<file path="config.mk">
export PLATFORM = sky130hd
export DESIGN_NAME = dmem_responder
export DESIGN_NICKNAME = d
export VERILOG_FILES = /design/src/rtl/dmem_responder.sv
export SDC_FILE = /design/constraint.sdc
export NUM_CORES = 1
export LEC_CHECK = 0
export CAP_MARGIN = 40
export CORE_AREA = 2 2 140 142
export CTS_CLUSTER_SIZE = 40
export DETAILED_ROUTE_END_ITERATION = 10
export DIE_AREA = 0 0 142 144
export PLACE_DENSITY = 0.66
export SYNTH_ARGS = -nofsm -noshare
export SYNTH_HDL_FRONTEND = slang
export SYNTH_SLANG_ARGS = --single-unit
</file>
<file path="constraint.sdc">
create_clock -name CLK -period 2.2 [get_ports CLK]
set_input_delay 0.22 -clock CLK [delete_from_list [all_inputs] [get_ports CLK]]
set_output_delay 0.22 -clock CLK [all_outputs]
set_load 0.02 [all_outputs]
</file>
<file path="src/rtl/dmem_responder.sv">
// dmem_responder
//   Bridges a held datapath load/store request (dmemREN/dmemWEN) onto a
//   simple RAM strobe interface and returns a one-cycle completion strobe.
//   A RAM ERROR status, or TIMEOUT REQ cycles without ACCESS, completes the
//   transaction with derror=1 and dmemload=32'hBAD1BAD1 for that cycle.
//   The datapath may withdraw its request while waiting, which aborts the
//   transaction silently.
//
// Configuration macro:
//   DLOAD_BUF_EN - adds a one-entry read buffer (valid/address/data). Reads
//                  that hit it complete one cycle after the request with no
//                  RAM access.
//
// Ports:
//   CLK, nRST            clock, asynchronous active-low reset
//   dmemREN, dmemWEN     datapath read/write request, held until dhit
//   dmemaddr, dmemstore  request address and write data
//   dhit, derror         completion / error strobes (one cycle)
//   dmemload             read data, valid while dhit=1
//   ramREN, ramWEN       RAM read/write strobes
//   ramaddr, ramstore    RAM address / write data
//   ramload, ramstate    RAM read data / status (FREE, BUSY, ACCESS, ERROR)
module dmem_responder #(
  parameter int TIMEOUT = 15
) (
  input  logic        CLK,
  input  logic        nRST,
  input  logic        dmemREN,
  input  logic        dmemWEN,
  input  logic [31:0] dmemaddr,
  input  logic [31:0] dmemstore,
  output logic        dhit,
  output logic [31:0] dmemload,
  output logic        derror,
  output logic        ramREN,
  output logic        ramWEN,
  output logic [31:0] ramaddr,
  output logic [31:0] ramstore,
  input  logic [31:0] ramload,
  input  logic [1:0]  ramstate
);

  localparam int          CW         = $clog2(TIMEOUT + 2);
  localparam logic [CW:0] TMO        = (CW + 1)'(TIMEOUT);
  localparam logic [1:0]  RAM_ACCESS = 2'd2;
  localparam logic [1:0]  RAM_ERROR  = 2'd3;
  localparam logic [31:0] ERR_WORD   = 32'hBAD1_BAD1;

  typedef enum logic [1:0] {
    IDLE = 2'd0,
    REQ  = 2'd1,
    DONE = 2'd2,
    ERR  = 2'd3
  } state_t;

  state_t        state_r, state_s;
  logic          is_write_r, is_write_s;
  logic [31:0]   addr_r, addr_s;
  logic [31:0]   store_r, store_s;
  logic [31:0]   data_r, data_s;          // last successfully read word
  logic [CW-1:0] count_r, count_s;
  logic [CW:0]   count_inc_s;
  logic          dhit_r, dhit_s;
  logic          derror_r, derror_s;
  logic [31:0]   load_r, load_s;
  logic          ren_r, ren_s;
  logic          wen_r, wen_s;
  logic [31:0]   raddr_r, raddr_s;
  logic [31:0]   rstore_r, rstore_s;
  logic          buf_hit_s;

`ifdef DLOAD_BUF_EN
  logic          rbuf_valid_r, rbuf_valid_s;
  logic [31:0]   rbuf_addr_r, rbuf_addr_s;
  logic [31:0]   rbuf_data_r, rbuf_data_s;

  // A pure read (write wins if both are high) that matches the buffer skips RAM.
  assign buf_hit_s = dmemREN && !dmemWEN && rbuf_valid_r && (rbuf_addr_r == dmemaddr);
`else
  assign buf_hit_s = 1'b0;
`endif

  // Next state, latched request fields and next values of every output register.
  always_comb begin
    state_s     = state_r;
    is_write_s  = is_write_r;
    addr_s      = addr_r;
    store_s     = store_r;
    data_s      = data_r;
    count_s     = count_r;
    count_inc_s = {1'b0, count_r} + {{CW{1'b0}}, 1'b1};
    ren_s       = 1'b0;
    wen_s       = 1'b0;
    raddr_s     = 32'd0;
    rstore_s    = 32'd0;
    case (state_r)
      IDLE: begin
        if (dmemWEN || dmemREN) begin
          is_write_s = dmemWEN;
          addr_s     = dmemaddr;
          store_s    = dmemstore;
          count_s    = {CW{1'b0}};
          if (buf_hit_s) begin
`ifdef DLOAD_BUF_EN
            data_s  = rbuf_data_r;
`endif
            state_s = DONE;
          end else begin
            state_s  = REQ;
            ren_s    = !dmemWEN;
            wen_s    = dmemWEN;
            raddr_s  = dmemaddr;
            rstore_s = dmemstore;
          end
        end else begin
          state_s = IDLE;
        end
      end
      REQ: begin
        // Saturate rather than wrap so a stuck RAM can never alias to a fresh count.
        count_s = count_inc_s[CW] ? count_r : count_inc_s[CW-1:0];
        if (!dmemREN && !dmemWEN) begin
          state_s = IDLE;
        end else if (ramstate == RAM_ACCESS) begin
          state_s = DONE;
          if (!is_write_r) begin
            data_s = ramload;
          end else begin
            data_s = data_r;
          end
        end else if ((ramstate == RAM_ERROR) || (count_inc_s >= TMO)) begin
          state_s = ERR;
        end else begin
          state_s  = REQ;
          ren_s    = !is_write_r;
          wen_s    = is_write_r;
          raddr_s  = addr_r;
          rstore_s = store_r;
        end
      end
      DONE:    state_s = IDLE;
      ERR:     state_s = IDLE;
      default: state_s = IDLE;
    endcase
    dhit_s   = (state_s == DONE) || (state_s == ERR);
    derror_s = (state_s == ERR);
    // The error word is shown for the ERR cycle only; afterwards the last read returns.
    load_s   = (state_s == ERR) ? ERR_WORD : data_s;
  end

  // State, request latches and registered outputs.
  always_ff @(posedge CLK or negedge nRST) begin
    if (!nRST) begin
      state_r    <= IDLE;
      is_write_r <= 1'b0;
      addr_r     <= 32'd0;
      store_r    <= 32'd0;
      data_r     <= 32'd0;
      count_r    <= {CW{1'b0}};
      dhit_r     <= 1'b0;
      derror_r   <= 1'b0;
      load_r     <= 32'd0;
      ren_r      <= 1'b0;
      wen_r      <= 1'b0;
      raddr_r    <= 32'd0;
      rstore_r   <= 32'd0;
    end else begin
      state_r    <= state_s;
      is_write_r <= is_write_s;
      addr_r     <= addr_s;
      store_r    <= store_s;
      data_r     <= data_s;
      count_r    <= count_s;
      dhit_r     <= dhit_s;
      derror_r   <= derror_s;
      load_r     <= load_s;
      ren_r      <= ren_s;
      wen_r      <= wen_s;
      raddr_r    <= raddr_s;
      rstore_r   <= rstore_s;
    end
  end

`ifdef DLOAD_BUF_EN
  // Buffer update: fill on RAM read completion, track writes to the held address, drop on error.
  always_comb begin
    rbuf_valid_s = rbuf_valid_r;
    rbuf_addr_s  = rbuf_addr_r;
    rbuf_data_s  = rbuf_data_r;
    if ((state_r == REQ) && (state_s == DONE)) begin
      if (!is_write_r) begin
        rbuf_valid_s = 1'b1;
        rbuf_addr_s  = addr_r;
        rbuf_data_s  = ramload;
      end else if (rbuf_valid_r && (rbuf_addr_r == addr_r)) begin
        rbuf_data_s  = store_r;
      end else begin
        rbuf_data_s  = rbuf_data_r;
      end
    end else if (state_s == ERR) begin
      rbuf_valid_s = 1'b0;
    end else begin
      rbuf_valid_s = rbuf_valid_r;
    end
  end

  // Read buffer registers.
  always_ff @(posedge CLK or negedge nRST) begin
    if (!nRST) begin
      rbuf_valid_r <= 1'b0;
      rbuf_addr_r  <= 32'd0;
      rbuf_data_r  <= 32'd0;
    end else begin
      rbuf_valid_r <= rbuf_valid_s;
      rbuf_addr_r  <= rbuf_addr_s;
      rbuf_data_r  <= rbuf_data_s;
    end
  end
`endif

  assign dhit     = dhit_r;
  assign derror   = derror_r;
  assign dmemload = load_r;
  assign ramREN   = ren_r;
  assign ramWEN   = wen_r;
  assign ramaddr  = raddr_r;
  assign ramstore = rstore_r;

endmodule

</file>
== After elaboration in Yosys (flattened, before gate mapping) ==
Index checks and enable logic that the tools add are counted.
Cells by class
  equality and inequality tests: 9
  reductions and logical operators: 12
  order comparisons: 1
  add/sub/neg operators: 1
  mux-type cells: 33
Operators with widths (count)
  2-to-1 mux 32 bit: 13
  case mux 32 bit (2 select lines): 2
  == test 2 bit (second input constant): 6
  2-to-1 mux 5 bit: 2
  case mux 5 bit (2 select lines): 1
  2-to-1 mux 1 bit: 9
  adder 5 x 1 -> 6 bit (second input constant): 1
  >= comparator 6 x 4 -> 1 bit (second input constant): 1
  2-to-1 mux 2 bit: 3
  case mux 2 bit (3 select lines): 1
  != test 2 bit (second input constant): 2
  case mux 1 bit (2 select lines): 2
  logical NOT 1 bit: 3
  logical OR 1 bit: 3
  AND reduction 3 bit: 1
  == test 2 x 1 -> 1 bit (second input constant): 1
  logical NOT 2 bit: 1
  AND reduction 2 bit: 1
  nonzero test 2 bit: 1
  OR reduction 2 bit: 1
  logical AND 1 bit: 1
Word-level totals
  input bits: 102
  word-level logic and storage cells: 69
  output and inout bits: 100
  register bits after elaboration: 204

== Longest topological paths before layout ==
  depth after elaboration: 9
  gate-level depth with buffers: 8

== Worst setup path after synthesis ==
Ideal clock, no wire load.
  path kind: register -> register
  from: register count_r[0]
  to: register load_r[11] (netlist: dmemload[11])
  period minus slack after synthesis: 1816 ps
  setup slack: 384 ps
  arrival: 1685 ps
  setup time: 131 ps
  stages on the path, launching flop included: 8
  cell sequence: dfrtp_1 -> inv_1 -> ha_1 -> nor3b_1 -> a211o_1 -> o21bai_2 -> clkbuf_1 -> nand2b_1
On the way
  cells in the longest elaborated chain, start to end: 9
RTL lines
  start, declared: RTL line 61  | logic [CW-1:0] count_r, count_s;
  start signal, assigned: RTL line 159  | count_r <= {CW{1'b0}};
  start signal, assigned: RTL line 173  | count_r <= count_s;
  adder 5 x 1 -> 6 bit: RTL line 91  | count_inc_s = {1'b0, count_r} + {{CW{1'b0}}, 1'b1};
  >= comparator 6 x 4 -> 1 bit: RTL line 131  | end else if ((ramstate == RAM_ERROR) || (count_inc_s >= TMO)) begin
  logical OR 1 bit: RTL line 131
  2-to-1 mux 2 bit: RTL line 131
  2-to-1 mux 2 bit: RTL line 124  | end else if (ramstate == RAM_ACCESS) begin
  2-to-1 mux 2 bit: RTL line 122  | if (!dmemREN && !dmemWEN) begin
  case mux 2 bit (3 select lines): RTL line 96  | case (state_r)
  == test 2 bit: RTL line 148  | load_s = (state_s == ERR) ? ERR_WORD : data_s;
  2-to-1 mux 32 bit: RTL line 148
  net load_s[11]: RTL line 65  | logic [31:0] load_r, load_s;
  end signal, assigned: RTL line 176  | load_r <= load_s;
  end, declared: RTL line 65
The timed path passes the listed nets, and every way through them passes these cells.
A chain may end at the register's enable or synchronous reset.

== Worst setup path after layout ==
  from: register count_r[0]
  to: register raddr_r[10] (netlist: ramaddr[10])
On the way
  cells in the longest elaborated chain, start to end: 7
RTL lines
  adder 5 x 1 -> 6 bit: RTL line 91
  >= comparator 6 x 4 -> 1 bit: RTL line 131
  logical OR 1 bit: RTL line 131
  2-to-1 mux 32 bit: RTL line 131
  2-to-1 mux 32 bit: RTL line 124
  2-to-1 mux 32 bit: RTL line 122
  case mux 32 bit (2 select lines): RTL line 96
  net raddr_s[10]: RTL line 68  | logic [31:0] raddr_r, raddr_s;
  end signal, assigned: RTL line 179  | raddr_r <= raddr_s;
  end, declared: RTL line 68
The timed path passes the listed nets, and every way through them passes these cells.

==> metrics.md <==
| Metric | Value |
|---|---|
| PD cells | 1250 mW/mm^2 |
| Die area | 0.0204 mm^2 |
| Drt wl/cell | 15.5 um |
| IO buf count | 201 |
| Worst Hold Class | in2reg |
| Main synth FF type | dfrtp_1 |
| Die W | 142 um |
| Initial antenna violation count | 0 |
| Hold-critical path depth | 3 |
| Slew HR | 0.578 |
| Dpl ws | 0.0679 ns |
| Most frequent cell after synthesis | dfrtp_1 |
| TritonCTS Sinks | 204 |
| DRC Markers | 0 |
| Synth Register Bits | 204 |
| Area leader, netlist | dfrtp_1 |
| Number of synthesized flops with an enable pin | 0 |
| CP Class | reg2reg |
| Max Root-Sink Buffers | 3 |
| Placed wire-length estimate | 11.3 mm |
| Clock-pin slew on the worst setup and hold paths | 0.06 ns |
| Fin crit period | 2.10 ns |
| Yosys warning total | 0 |
| WP data arrival | 2.53 ns |
| Core area | 0.0191 mm^2 |
| Drt first pass iters | 4 |
| Top Ports | 202 |
| Fin. max-slew vios | 0 |
| Synth Net Count | 714 |
| Post-synth ARST share | 1.00 |
| Post-Route WL | 16.7 mm |
| Post-Synthesis Cells | 610 |
| Syn Std Cell Area | 0.00742 mm^2 |
| Layout cell share with drive strength beyond 1 | 0.115 |
| Hold Vio Cnt, Final | 0 |
| Iter 0 DRT Violations | 175 |
| Starting density of the core | 0.389 |
| Via count | 5116 |
| Total track usage | 0.159 |
| RD Place Congestion | 0.748 |
| Post-layout util | 0.559 |
| Period utilization | 0.955 |
| Rows | 51 |
| FF-to-FF path depth | 9 |
| Setup TNS | 0 ns |
| Area fraction of the dominant cell type after synthesis | 0.688 |
| Clk root buf | clkbuf_16 |
| Congestion Overflow GR | 0 |
| Max FO, Critical Path | 26 |
| Highest clock rate | 476 MHz |
| Via density | 4.74 |
| CP Launch Type | register |
| Critical Path End Type | register |
| Final Power | 13300 uW |
| DP Area | 0.00986 mm^2 |
| Vias in the first global route | 5206 |
| Detail Route Antenna Nets | 0 |
| Top post-synthesis cells by count | 204 x dfrtp_1, 197 x nand2_1, 66 x a22o_1, 32 x mux2_2 |
| PnR worst setup slack | 0.0981 ns |
| Outcome | completed |
| Register area share after synthesis | 0.688 |
| TritonCTS clock tree | yes |
| RSZ-0062 raised after global routing | false |
| Die span in y | 144 um |
| VDD IR-drop max | 0.000608 V |
| Maxcap violations | 0 |
| H-tree Lvls | 1 |
| Setup Skew | 0.0151 ns |
| TritonCTS Buffers | 22 |
| Final setup violation count | 0 |
| Clock latency on the worst-skew pair | 0.50 ns |
| Largest net degree at the start of global routing | 77 |
| Syn avg cell area | 12.2 um^2 |
| Least-Margin Pin Slew | 0.633 ns |
| Area growth syn-to-layout | 43.5% |
| Post-cts sizing count | 0 |
| Finished Cell Area | 0.0107 mm^2 |
| Distinct cells, synth | 32 |
| WP data required | 2.63 ns |
| P_leak | 0.00502 uW |
| Top cells by area, synth | dfrtp_1 69%, nand2_1 10%, a22o_1 7.8%, mux2_2 4.9%, nand2b_1 1.7% |
| First-pass GRT wire length | 26.0 mm |
| Final nets | 931 |
area by class of cell:
| cell class | count | area, um^2 |
|---|---|---|
| antenna | 1 | 2.50 |
| clock buffer | 33 | 663 |
| clock inverter | 5 | 77.6 |
| fill | 1548 | 8420 |
| inverter | 4 | 15.0 |
| multi-input combinational | 368 | 2160 |
| sequential | 204 | 5100 |
| tap | 238 | 298 |
| timing repair buffer | 227 | 2340 |
cell usage in the layout, fill, tap and decap left out, types with 2 or more instances in the layout:
cell type        Yosys  routed
ha_1                 2       2
clkbuf_1            20       5
dfrtp_1            204     204
bufinv_16            0       2
nand2b_1            20      20
a22o_1              66      66
and3_1               2       2
nor2_1               8       8
and2_1              15      15
clkdlybuf4s50_1      0     200
buf_4                1      15
mux2_2              32      32
clkinv_2             0       2
nand2_1            197     197
buf_12               0       8
inv_1                4       4
clkbuf_16            0      24
clkbuf_8             0       6
nand3_1              4       4
o21ai_0              7       6
sequential cells by signal, summed over array words and instances, names as in the netlist:
signal,cells
ramREN,1
ramaddr,32
is_write_r,1
ramstore,32
derror,1
addr_r,32
store_r,32
state_r,2
dmemload,32
count_r,5
ramWEN,1
dhit,1
data_r,32
path summary, 6_finish.rpt:
kind	from	slack, ns	end
max in group asynchronous	nRST	1.16	addr_r[7]
worst min-delay path	dmemaddr[18]	0.29	addr_r[18]
worst min register to register	addr_r[3]	0.47	addr_r[3]
min in group asynchronous	nRST	0.30	data_r[14]
worst max register to register	count_r[0]	0.1	ramaddr[10]
worst max-delay path	count_r[0]	0.1	ramaddr[10]
layer usage:
layer,part of all wire,vias up,global-route usage
li1,-,2452,-
met1,0.43,2489,0.208
met2,0.49,144,0.268
met3,0.056,31,0.0325
met4,0.019,0,0.0479
met5,0,-,0
where the power goes:
part / internal [uW] / leakage, uW / switching (uW)
clock network: 2300 / 0.000362 / 1410
logic: 1970 / 0.00210 / 1910
registers: 5150 / 0.00256 / 578
total: 9420 / 0.00502 / 3890
critical path, cell delays in order, from the launching register on:
cell and delay [ns]:
dfrtp_1 0.43, inv_1 0.07, ha_1 0.20, nor3b_1 0.14, a211o_1 0.35, buf_4 0.16, nor3_4 0.20, buf_12 0.15
buf_12 0.17, a22o_1 0.15
what timing repair did:
action / in CTS / in global routing
buffers inserted: 0 / 1
hold buffers: 1 / 0
hold endpoints to repair: 71 / 0
endpoints found under the setup margin: 0 / 36
logic make-up (layout without fill, tap and decap cells):
family	count (synthesis)	in the layout	share of synthesized area
AOI/OAI and AO/OA	81	81	0.0915
DFF	204	204	0.688
adders and majority gates	2	2	0.00337
xor gates and xnor gates	1	1	0.00118
muxes	32	32	0.0485
and+or+nand+nor	252	252	0.143
buffers and inverters	38	269	0.0248
other	0	1	0
through the flow:
| step | hold WS [ns] | cells |
|---|---|---|
| finish | 0.286 | 1080 |
| global route | 0.288 | 1079 |
| CTS | 0.269 | 1077 |
| detailed placement | 0.296 | 1038 |
| global placement | 0.293 | 1037 |
| floorplan | -0.0756 | 610 |
No activity file was read; power rests on OpenSTA's default activity.
